==> config.mk <==
export PLATFORM = sky130hd
export DESIGN_NAME = mem_stage
export DESIGN_NICKNAME = d
export VERILOG_FILES = /design/src/rtl/mem_stage.sv
export SDC_FILE = /design/constraint.sdc
export NUM_CORES = 1
export LEC_CHECK = 0
export ABC_AREA = 1
export CORE_AREA = 3 3 133 135
export CTS_CLUSTER_DIAMETER = 60
export DETAILED_ROUTE_END_ITERATION = 16
export DIE_AREA = 0 0 136 138
export PLACE_DENSITY = 0.81
export SYNTH_ARGS = -nofsm -noshare
export SYNTH_HDL_FRONTEND = slang
export SYNTH_SLANG_ARGS = --single-unit
export TNS_END_PERCENT = 5
==> constraint.sdc <==
create_clock -name clock -period 4.1 [get_ports clock]
set_input_delay 0.615 -clock clock [delete_from_list [all_inputs] [get_ports clock]]
set_output_delay 0.615 -clock clock [all_outputs]
set_load 0.05 [all_outputs]
==> src/rtl/mem_stage.sv <==
// Memory stage: consumes the EX/MEM register, resolves branches, runs data-memory
// accesses over a req/ready handshake with timeout, and drives the MEM/WB register.
module mem_stage #(
  parameter int          TIMEOUT  = 16,
  parameter logic [31:0] ERR_DATA = 32'hDEADBEEF
) (
  input  logic        clock,
  input  logic        reset,
  input  logic [31:0] addPc,
  input  logic [31:0] aluResult,
  input  logic        zero,
  input  logic [31:0] readData2,
  input  logic [31:0] muxInst,
  input  logic [1:0]  WB,
  input  logic [2:0]  MEM,
  output logic        pcSrc,
  output logic [31:0] branchTarget,
  output logic        stall,
  output logic        memReq,
  output logic        memWe,
  output logic [31:0] memAddr,
  output logic [31:0] memWData,
  input  logic [31:0] memRData,
  input  logic        memReady,
  output logic        memErr,
  output logic [31:0] readDataOut,
  output logic [31:0] aluResultOut,
  output logic [4:0]  muxInstOut,
  output logic [1:0]  WBOut
);

  localparam int CW = $clog2(TIMEOUT + 1);

  typedef enum logic {IDLE, ACCESS} state_t;

  state_t        state;
  logic [CW-1:0] count;
  logic          acc;
  logic          inAccess;
  logic          timeout;
  logic          done;
  logic          unusedMuxBits;

  assign unusedMuxBits = ^muxInst[31:5];

  assign acc      = MEM[1] | MEM[0];
  assign inAccess = (state == ACCESS);
  assign timeout  = inAccess & ~memReady & (count == CW'(TIMEOUT - 1));
  assign done     = inAccess & (memReady | timeout);

  // The pipeline is released in the very cycle the access finishes, so the
  // completing edge also frees upstream to present the next instruction.
  assign stall        = acc & ~done;
  assign pcSrc        = MEM[2] & zero & ~stall;
  assign branchTarget = addPc;

  always_ff @(posedge clock) begin
    if (reset) begin
      state        <= IDLE;
      count        <= '0;
      memReq       <= 1'b0;
      memWe        <= 1'b0;
      memAddr      <= '0;
      memWData     <= '0;
      memErr       <= 1'b0;
      readDataOut  <= '0;
      aluResultOut <= '0;
      muxInstOut   <= '0;
      WBOut        <= '0;
    end else begin
      case (state)
        IDLE: begin
          if (acc) begin
            // memWrite takes priority when both access bits are set
            memReq   <= 1'b1;
            memWe    <= MEM[0];
            memAddr  <= aluResult;
            memWData <= readData2;
            count    <= '0;
            WBOut    <= '0;
            state    <= ACCESS;
          end else begin
            aluResultOut <= aluResult;
            muxInstOut   <= muxInst[4:0];
            WBOut        <= WB;
            readDataOut  <= '0;
          end
        end
        ACCESS: begin
          if (done) begin
            memReq       <= 1'b0;
            aluResultOut <= aluResult;
            muxInstOut   <= muxInst[4:0];
            WBOut        <= WB;
            if (memWe)
              readDataOut <= '0;
            else if (memReady)
              readDataOut <= memRData;
            else
              readDataOut <= ERR_DATA;
            if (!memReady)
              memErr <= 1'b1;
            state <= IDLE;
          end else begin
            count <= count + CW'(1);
            WBOut <= '0;
          end
        end
        default: state <= IDLE;
      endcase
    end
  end

endmodule

# --- Word-level counts from Yosys, hierarchy flattened ---
# Index checks and enable logic that the tools add are counted.
word_totals:
  register_bits: 144
  output_inout_bits: 172
  elab_cells: 57
  in_bits: 169
op_classes:
  n_mux: 23
  reduce_logical: 5
  n_eq_ne: 5
  n_bitwise: 12
  add_sub_neg: 1
op_table:
  columns: ["op", "count"]
  rows:
  - ["32-bit two-way mux", 6]
  - ["32-bit case mux with 2 select lines", 2]
  - ["5-bit two-way mux", 4]
  - ["5-bit case mux with 2 select lines", 2]
  - ["2-bit AND reduction", 4]
  - ["1-bit AND", 6]
  - ["2-bit != test (second input constant)", 3]
  - ["5-bit by 1-bit adder with 5-bit output (second input constant)", 1]
  - ["5-bit by 4-bit equality test with 1-bit output (second input constant)", 1]
  - ["1-bit two-way mux", 4]
  - ["2-bit two-way mux", 2]
  - ["1-bit inverter", 4]
  - ["1-bit case mux with 2 select lines", 2]
  - ["2-bit case mux with 2 select lines", 1]
  - ["3-bit AND reduction", 1]
  - ["2-bit by 1-bit != test with 1-bit output (second input constant)", 1]
  - ["1-bit OR", 2]

# --- Depth between registers and ports, before layout ---
# Gate-level depths: netlist of run 1.
depth:
  ltp_word: 9
  depth_mapped: 12
  ltp_nobuf: 11

# --- Worst setup path before layout of run 1 ---
# No wires, ideal clock.
synth_path:
  path_type: "reg-to-output"
  from: "register count[0]"
  to: "output pcSrc"
  path_slack_ps: 1527
  arrival_ps: 1958
  n_path_buf: 0
  path_stages_with_launch: 9
  t_required_ps: 3485
  path_cell_list: "dfxtp_1 ha_1 nand2_1 nor2_1 ha_1 o21ai_1 o21ai_0 inv_1 nor2_1"
synth_between:
  elab_chain_cells: 8
synth_lines:
  columns: ["item", "line", "source"]
  rows:
  - ["from (decl)", "37", "logic [CW-1:0] count;"]
  - ["from (signal assigned)", "105", "count <= count + CW'(1);"]
  - ["5-bit by 4-bit equality test with 1-bit output", "48", "assign timeout = inAccess & ~memReady & (count == CW'(TIMEOUT - 1));"]
  - ["1-bit AND", "48", null]
  - ["1-bit OR", "49", "assign done = inAccess & (memReady | timeout);"]
  - ["1-bit AND", "49", null]
  - ["1-bit inverter", "53", "assign stall = acc & ~done;"]
  - ["1-bit AND", "53", null]
  - ["named net stall", "18", "output logic stall,"]
  - ["1-bit inverter", "54", "assign pcSrc = MEM[2] & zero & ~stall;"]
  - ["1-bit AND", "54", null]
  - ["to (decl)", "16", "output logic pcSrc,"]
# The timed path passes the listed nets, and every way through them passes these cells.

# --- Worst setup path after layout of run 1 ---
layout_path:
  from: "register count[0]"
  to: "output stall"
layout_between:
  elab_chain_cells: 6
layout_lines:
  columns: ["item", "line"]
  rows:
  - ["5-bit by 4-bit equality test with 1-bit output", "48"]
  - ["1-bit AND", "48"]
  - ["1-bit OR", "49"]
  - ["1-bit AND", "49"]
  - ["1-bit inverter", "53"]
  - ["1-bit AND", "53"]
  - ["to (decl)", "18"]
# Every way passes these cells.

==> results.sh, run 1 <==
export IMPL_fill_cells=1605
export IMPL_first_pass_iters=4
export IMPL_worst_r2r_setup_slack_ns=1.68
export IMPL_outcome="finished clean"
export IMPL_synth_top_area_share_pct=52.4
export IMPL_dp_slack_ns=1.08
export IMPL_syn_instance_count=732
export IMPL_finalSetupViolCount=0
export IMPL_hold_path_depth=2
export IMPL_synth_area_sq_um=5500
export IMPL_diodes=0
export IMPL_die_area_sq_um=18800
export IMPL_synth_edf_count=0
export IMPL_setup_tns_ns=0
export IMPL_die_y_um=138
export IMPL_final_cells=1162
export IMPL_insertion_delay_ns=0.41
export IMPL_synth_main_ff_cell="dfxtp_1"
export IMPL_core_sq_um=16600
export IMPL_nets=1100
export IMPL_place_inst=1130
export IMPL_post_cts_buffers=0
export IMPL_syn_num_nets=903
export IMPL_clock_fmax_mhz=311
export IMPL_ant_nets=0
export IMPL_rsz0062_at_grt="false"
export IMPL_yosys_top_cells_count="nor2_1 (260), dfxtp_1 (144), o21ai_0 (99)"
export IMPL_placementRows=47
export IMPL_async_reset_ff_share_pct=0
export IMPL_max_slew_margin_pct=60.7
export IMPL_hold_path_end="readDataOut[21]"
export IMPL_crit_path_start_kind="flip-flop"
export IMPL_synthTopCellsByArea="dfxtp_1 (52%), nor2_1 (18%), o21ai_0 (9.0%)"
export IMPL_num_vias=5223
export IMPL_yosysMostFrequentCell="nor2_1"
export IMPL_cts_tree="yes"
export IMPL_wl_per_cell_um=14.0
export IMPL_critPathLaunch="count[0]"
export IMPL_drt_total_wl_um=16300
export IMPL_layout_drive_gt1_share_pct=5.41
export IMPL_place_congestion=0.767
export IMPL_cts_resized=0
export IMPL_critPathBufInv=2
export IMPL_max_stage_delay_ns=0.80
export IMPL_synth_distinct_cells=21
export IMPL_drc=0
export IMPL_drtIter0Drc=293
export IMPL_tightestPinTransition_ns=0.588
export IMPL_clock_sinks=144
export IMPL_routed_via_density=4.49
export IMPL_yosysSeqAreaShare_pct=52.4
export IMPL_crit_slowest_cell="clkdlybuf4s50_1"
export IMPL_cap_violations=0
export IMPL_avgSynthCellArea_sq_um=7.51
export IMPL_antenna_found_initial=0
export IMPL_numCtsBuffers=17
export IMPL_end_kind="output pin"
export IMPL_path_cells="ha_1 -> nand2_1 -> nor2_1 -> ha_1 -> o21ai_1 -> o21ai_0 -> inv_1 -> clkdlybuf4s50_1"
export IMPL_fin_crit_ns=3.22
export IMPL_cp_arrival_ns=2.60
export IMPL_grt_pass1_wl_um=25400
export IMPL_path_clk_slew_ns=0.06
export IMPL_yosysTopAreaCell="dfxtp_1"
export IMPL_min_path_type="flip-flop to flip-flop"
export IMPL_root_buffer="clkbuf_16"
export IMPL_yosys_warnings=0
export IMPL_crit_required_ns=3.48
export IMPL_r2r_start="count[0]"
export IMPL_grt_max_degree=75
export IMPL_drv_slew=0
export IMPL_postCtsHoldBufs=0
export IMPL_p_per_area_nw_per_um2=489
export IMPL_worst_slack_ns=0.884
export IMPL_fin_crit_sh_pct=78.5
export IMPL_die_w_um=136
export IMPL_cp_max_fo=4
export IMPL_peakVddDrop_v=0.000262
export IMPL_cp_common_cell="ha_1"
export IMPL_final_util_pct=51.1
export IMPL_skew_ns=0.0105
export IMPL_p_leak_nw=3.46
export IMPL_port_buffers=249
export IMPL_synth_seq_cells=144
export IMPL_start_util_pct=33.2
export IMPL_worstSetupPathType="flip-flop to output pin"
export IMPL_hold_viol=0
export IMPL_ioPinCount=341
export IMPL_track_usage_pct=17.0
export IMPL_cts_buffer_depth=2
export IMPL_crit_family="buffers and inverters"
export IMPL_grt_pass1_vias=4774
export IMPL_area_growth_pct=53.9
export IMPL_rr_endpoint="aluResultOut[16]"
export IMPL_worst_hold_startpoint="readDataOut[21]"
export IMPL_rr_worst_depth=9
export IMPL_htreeDepth=4
export IMPL_overflow=0
export IMPL_hpwl_um=11000
## where the power goes
group	switching, mW	leakage [nW]	internal [mW]	total (mW)
Combinational	0.657	1.98	0.350	1.01
Sequential	0.0524	1.19	1.51	1.56
Clock	0.628	0.291	0.939	1.57
Total	1.34	3.46	2.80	4.14
## worst max path at each step
stage / endpoint / slack (ns) / depth (start not counted)
2_1_floorplan: pcSrc / 1.53 / 8
3_3_place_gp: stall / 1.08 / 5
3_5_place_dp: stall / 1.08 / 5
4_1_cts: stall / 0.84 / 8
5_1_grt: stall / 0.68 / 8
6_report: stall / 0.88 / 8
## routing by layer
| metal | wire (um) | vias to the layer above | track usage [%] |
|---|---|---|---|
| met5 | 0 | - | 0 |
| met4 | 391 | 0 | 6.74 |
| met3 | 1270 | 32 | 5.89 |
| met2 | 7890 | 170 | 28.6 |
| met1 | 6760 | 2344 | 19.6 |
| li1 | - | 2677 | - |
## state kept, by name, summed over array words and instances, names as in the netlist
register      flops
memErr            1
aluResultOut     32
count             5
muxInstOut        5
memWData         32
memReq            1
memWe             1
inAccess          1
WBOut             2
memAddr          32
readDataOut      32
## per-stage QoR
stage | area [sq um] | hold slack, ns | total power, mW
after floorplan | 5500 | 0.439 | 2.30
after global placement | 7860 | 0.428 | 2.60
after detailed placement | 7860 | 0.432 | 2.61
after CTS | 8470 | 0.447 | 4.19
after global routing | 8470 | 0.466 | 4.32
final | 8470 | 0.444 | 4.14
## tightest hold or removal path: cells and delay by family, from the launching register on
kind             cells  cell delay [ns]
flip-flops           1             0.32
AND/OR/NAND/NOR      2             0.09
## cell type report
type	count	area (sq um)	share of cell area, %
Clock buffer	19	453	5.35
Multi-Input combinational cell	494	2080	24.6
Inverter	14	53.8	0.635
Clock inverter	13	150	1.77
Sequential cell	144	2880	34.0
Tap cell	220	275	3.25
Timing Repair Buffer	258	2570	30.4
## cells by family after synthesis
family / share of synthesized area (%)
and+or+nand+nor: 26.1
adders and majority gates: 0.455
buffers and inverters: 9.83
AOI/OAI and AO/OA: 11.2
DFF: 52.4
## layout by cell type (no fill, tap or decap), drive strengths merged
master,n
a21oi,13
ha,2
inv,17
clkinv,6
nand3,27
clkbuf,19
nor2,261
clkdlybuf4s50,249
bufinv,2
or2,1
buf,9
clkinvlp,2
nand2,82
o21ai,107
dfxtp,144
a31oi,1
Note: power is estimated with default switching activity, not from simulation.
==> run 2, diff against run 1 <==
Settings changed: CORE_AREA 3 3 133 135 to not set, CORE_MARGIN set to 3, CORE_UTILIZATION set to 33, DIE_AREA 0 0 136 138 to not set, PLACE_DENSITY 0.81 to 0.84.
Clock period 4.1 ns to 2.6 ns, I/O delays scaled along.
==> results.sh, run 2 (synthesized netlist as in run 1, its figures left out) <==
export IMPL_outcome="finished clean"
export IMPL_die_y_um=135
export IMPL_grt_pass1_vias=5070
export IMPL_track_usage_pct=17.7
export IMPL_holdWs_ns=0.444
export IMPL_cts_tree="yes"
export IMPL_fin_crit_sh_pct=90.9
export IMPL_drv_slew=0
export IMPL_max_stage_delay_ns=0.33
export IMPL_htreeDepth=4
export IMPL_rsz0062_at_grt="false"
export IMPL_finalSetupViolCount=0
export IMPL_port_buffers=249
export IMPL_cp_arrival_ns=1.97
export IMPL_hold_viol=0
export IMPL_clock_fmax_mhz=423
export IMPL_fin_area_sq_um=8580
export IMPL_cap_violations=0
export IMPL_first_pass_iters=5
export IMPL_drt_total_wl_um=16600
export IMPL_net_switching_power_mw=2.08
export IMPL_max_slew_margin_pct=63.5
export IMPL_start_util_pct=34.1
export IMPL_cts_buffer_depth=2
export IMPL_core_sq_um=16100
export IMPL_die_w_um=135
export IMPL_intPower_mw=4.66
export IMPL_hpwl_um=11600
export IMPL_final_cells=1162
export IMPL_end_kind="output pin"
export IMPL_path_cells="ha_1 -> nand2_1 -> nor2_1 -> ha_1 -> o21ai_2 -> o21ai_0 -> inv_1 -> nor2_1 -> buf_12"
export IMPL_min_path_type="flip-flop to flip-flop"
export IMPL_place_congestion=0.768
export IMPL_combinationalPowerShare_pct=24.0
export IMPL_placed_cell_area_sq_um=7940
export IMPL_ant_nets=0
export IMPL_diodes=0
export IMPL_routed_via_density=4.58
export IMPL_crit_slowest_cell="dfxtp_1"
export IMPL_dp_slack_ns=0.504
export IMPL_path_clk_slew_ns=0.06
export IMPL_ioPinCount=341
export IMPL_root_buffer="clkbuf_16"
export IMPL_wl_per_cell_um=14.3
export IMPL_nets=1105
export IMPL_power_total_mw=6.74
export IMPL_antenna_found_initial=0
export IMPL_die_area_sq_um=18300
export IMPL_insertion_delay_ns=0.41
export IMPL_area_growth_pct=56.1
export IMPL_critPathBufInv=2
export IMPL_power_frac_seq_pct=36.6
export IMPL_p_per_area_nw_per_um2=785
export IMPL_worstSetupPathType="flip-flop to output pin"
export IMPL_fill_cells=1500
export IMPL_clock_sinks=144
export IMPL_drc=0
export IMPL_crit_required_ns=2.21
export IMPL_final_common_cell="nor2_1"
export IMPL_peakVddDrop_v=0.000431
export IMPL_setup_tns_ns=0
export IMPL_post_cts_buffers=0
export IMPL_crit_family="adder cells"
export IMPL_cp_max_fo=4
export IMPL_netSwitchingFraction_pct=30.8
export IMPL_grt_max_degree=53
export IMPL_multiInputGateArea_sq_um=2080
export IMPL_layout_drive_gt1_share_pct=6.03
export IMPL_fin_crit_ns=2.36
export IMPL_regArea_sq_um=2880
export IMPL_numCtsBuffers=17
export IMPL_skew_ns=0.0137
export IMPL_worst_slack_ns=0.236
export IMPL_drtIter0Drc=229
export IMPL_p_clk_share_pct=39.3
export IMPL_tightestPinTransition_ns=0.546
export IMPL_p_leak_nw=3.52
export IMPL_placementRows=46
export IMPL_crit_path_start_kind="flip-flop"
export IMPL_final_util_pct=53.3
export IMPL_place_inst=1131
export IMPL_num_vias=5327
export IMPL_grt_pass1_wl_um=25800
export IMPL_mostFrequentLayoutCells="nor2_1 (260), clkdlybuf4s50_1 (247), dfxtp_1 (144)"
export IMPL_overflow=0
==> run 2: layout make-up <==
class / count / area share (%)
flip-flops and latches: 144 / 33.6
repair buffers: 263 / 30.9
multi-input cells: 494 / 24.3
clock buffers: 18 / 5.00
well taps: 216 / 3.15
clock inverters: 13 / 2.45
inverters: 14 / 0.627
==> run 2: final timing paths <==
kind | depth (start not counted) | endpoint | slack (ns) | startpoint
max | 9 | pcSrc | 0.24 | count[0]
max reg2reg | 11 | readDataOut[27] | 0.53 | count[0]
min | 2 | readDataOut[10] | 0.44 | readDataOut[10]
min reg2reg | 2 | readDataOut[10] | 0.44 | readDataOut[10]
==> run 2: worst reg2reg max path: stages, from the launching register on <==
cell and delay (ns):
dfxtp_1 0.33, ha_1 0.21, nand2_1 0.09, nor2_1 0.05
ha_1 0.21, inv_1 0.07, nand3_1 0.12, nand2_2 0.29
nand2_1 0.11, inv_2 0.35, nand2_1 0.11, nand2_1 0.07
==> run 2: power by group through the flow <==
stage	Sequential (mW)	Combinational (mW)	Clock [mW]
3_5_place_dp	2.52	1.63	0
3_3_place_gp	2.51	1.62	0
5_1_grt	2.49	1.72	2.81
6_report	2.47	1.62	2.65
4_1_cts	2.47	1.63	2.73
2_1_floorplan	3.11	0.522	0
==> run 2: per-layer routing <==
layer	part of all wire (%)	global-route usage, %	wire [um]	vias to the layer above
met5	0	0	0	-
met4	2.4	6.83	400	0
met3	7.2	5.92	1190	37
met2	49	30.0	8060	181
met1	42	20.8	6960	2424
li1	-	-	-	2685
==> run 2: what timing repair did <==
item                                    4_1_cts  5_1_grt
endpoints found under the setup margin        0        1
hold buffers                                  0        0
gates resized for setup                       0        1
==> run 3, diff against run 2 <==
Settings changed: GPL_TIMING_DRIVEN set to 0, HOLD_SLACK_MARGIN set to 0.03.
==> results.sh, run 3 (synthesized netlist as in run 1, its figures left out) <==
export IMPL_outcome="finished clean"
export IMPL_diodes=0
export IMPL_grt_max_degree=17
export IMPL_place_congestion=0.786
export IMPL_drv_slew=0
export IMPL_hold_path_depth=2
export IMPL_htreeDepth=4
export IMPL_skew_ns=0.0105
export IMPL_numCtsBuffers=17
export IMPL_fin_area_sq_um=9130
export IMPL_min_path_type="input pin to flip-flop"
export IMPL_crit_path_start_kind="flip-flop"
export IMPL_cts_tree="yes"
export IMPL_final_util_pct=56.6
export IMPL_power_frac_seq_pct=37.5
export IMPL_cp_arrival_ns=1.96
export IMPL_core_sq_um=16100
export IMPL_die_y_um=135
export IMPL_p_leak_nw=3.82
export IMPL_combinationalPowerShare_pct=27.5
export IMPL_hold_viol=0
export IMPL_overflow=0
export IMPL_drtIter0Drc=270
export IMPL_placed_cell_area_sq_um=8570
export IMPL_hpwl_um=14000
export IMPL_grt_pass1_wl_um=27600
export IMPL_worstSetupPathType="flip-flop to output pin"
export IMPL_drc=0
export IMPL_rsz0062_at_grt="false"
export IMPL_postCtsHoldBufs=0
export IMPL_place_inst=1228
export IMPL_root_buffer="clkbuf_16"
export IMPL_fin_crit_sh_pct=90.5
export IMPL_final_cells=1259
export IMPL_grt_pass1_vias=5276
export IMPL_fin_crit_ns=2.35
export IMPL_mostFrequentLayoutCells="clkdlybuf4s50_1 (278), nor2_1 (260), dfxtp_1 (144)"
export IMPL_max_slew_margin_pct=62.2
export IMPL_tightestPinTransition_ns=0.565
export IMPL_nets=1202
export IMPL_area_growth_pct=66.0
export IMPL_ioPinCount=341
export IMPL_clock_sinks=144
export IMPL_p_clk_share_pct=35.0
export IMPL_track_usage_pct=19.2
export IMPL_die_area_sq_um=18300
export IMPL_final_common_cell="clkdlybuf4s50_1"
export IMPL_first_pass_iters=4
export IMPL_die_w_um=135
export IMPL_net_switching_power_mw=2.18
export IMPL_num_vias=5668
export IMPL_cts_buffer_depth=2
export IMPL_crit_required_ns=2.21
export IMPL_post_cts_buffers=0
export IMPL_placementRows=46
export IMPL_layout_drive_gt1_share_pct=9.68
export IMPL_rr_worst_depth=11
export IMPL_path_clk_slew_ns=0.06
export IMPL_clock_fmax_mhz=425
export IMPL_netSwitchingFraction_pct=33.1
export IMPL_cap_violations=0
export IMPL_end_kind="output pin"
export IMPL_cp_max_fo=4
export IMPL_p_per_area_nw_per_um2=723
export IMPL_port_buffers=280
export IMPL_antenna_found_initial=0
export IMPL_intPower_mw=4.41
export IMPL_ant_nets=0
export IMPL_start_util_pct=34.1
export IMPL_drt_total_wl_um=18200
export IMPL_wl_per_cell_um=14.5
export IMPL_worst_slack_ns=0.248
export IMPL_setup_tns_ns=0
export IMPL_insertion_delay_ns=0.42
export IMPL_peakVddDrop_v=0.000419
export IMPL_routed_via_density=4.50
export IMPL_finalSetupViolCount=0
export IMPL_dp_slack_ns=-0.00125
[run 3: cell count changes in the layout (fill, tap and decap cells not counted), moves of 4 or more]
cell	previous run	this run
buf_4	11	38
clkdlybuf4s50_1	247	278
clkbuf_1	1	21
buf_2	0	18
buf_12	5	0
bufinv_16	5	1
[run 3: metal layers]
metal / global-route usage [%] / part of all wire, % / vias up
met4: 6.83 / 2.5 / 0
met5: 0 / 0 / -
met2: 32.9 / 50 / 199
met1: 22.7 / 41 / 2548
met3: 5.96 / 6.9 / 30
li1: - / - / 2891
[run 3: layout make-up]
type / count / area, sq um
Sequential cell: 144 / 2880
Clock inverter: 10 / 86.3
Fill cell: 1456 / 6990
Buffer: 80 / 488
Clock buffer: 21 / 470
Tap cell: 216 / 270
Multi-Input combinational cell: 494 / 2080
Timing Repair Buffer: 280 / 2800
Inverter: 14 / 52.6
[run 3: through the flow]
step | power, mW | hold WS [ns]
2_1_floorplan | 3.63 | 0.439
4_1_cts | 6.66 | 0.259
3_3_place_gp | 4.32 | 0.428
5_1_grt | 6.87 | 0.295
3_5_place_dp | 4.35 | 0.434
6_report | 6.60 | 0.268
[run 3: power by group through the flow]
stage | Clock, mW | Sequential [mW] | Combinational [mW]
6_report | 2.31 | 2.47 | 1.82
5_1_grt | 2.45 | 2.49 | 1.92
4_1_cts | 2.35 | 2.47 | 1.83
3_5_place_dp | 0 | 2.52 | 1.83
3_3_place_gp | 0 | 2.51 | 1.81
2_1_floorplan | 0 | 3.11 | 0.522
[run 3: worst paths after layout]
path | from | end | slack [ns]
setup reg to reg | count[0] | aluResultOut[24] | 0.65
hold reg to reg | readDataOut[30] | readDataOut[30] | 0.44
hold / removal | reset | readDataOut[4] | 0.27
setup / recovery | count[0] | stall | 0.25
[run 3: what timing repair did]
item	in CTS	in global routing
setup endpoints to repair	2	1
pin swaps	0	0
resized for setup	9	4
[run 3: critical path: stages (launching register included)]
cell	delay, ns
dfxtp_1	0.33
ha_1	0.22
nand2_1	0.10
nor2_1	0.05
ha_2	0.19
o21ai_2	0.18
o21ai_0	0.11
inv_1	0.10
buf_2	0.27
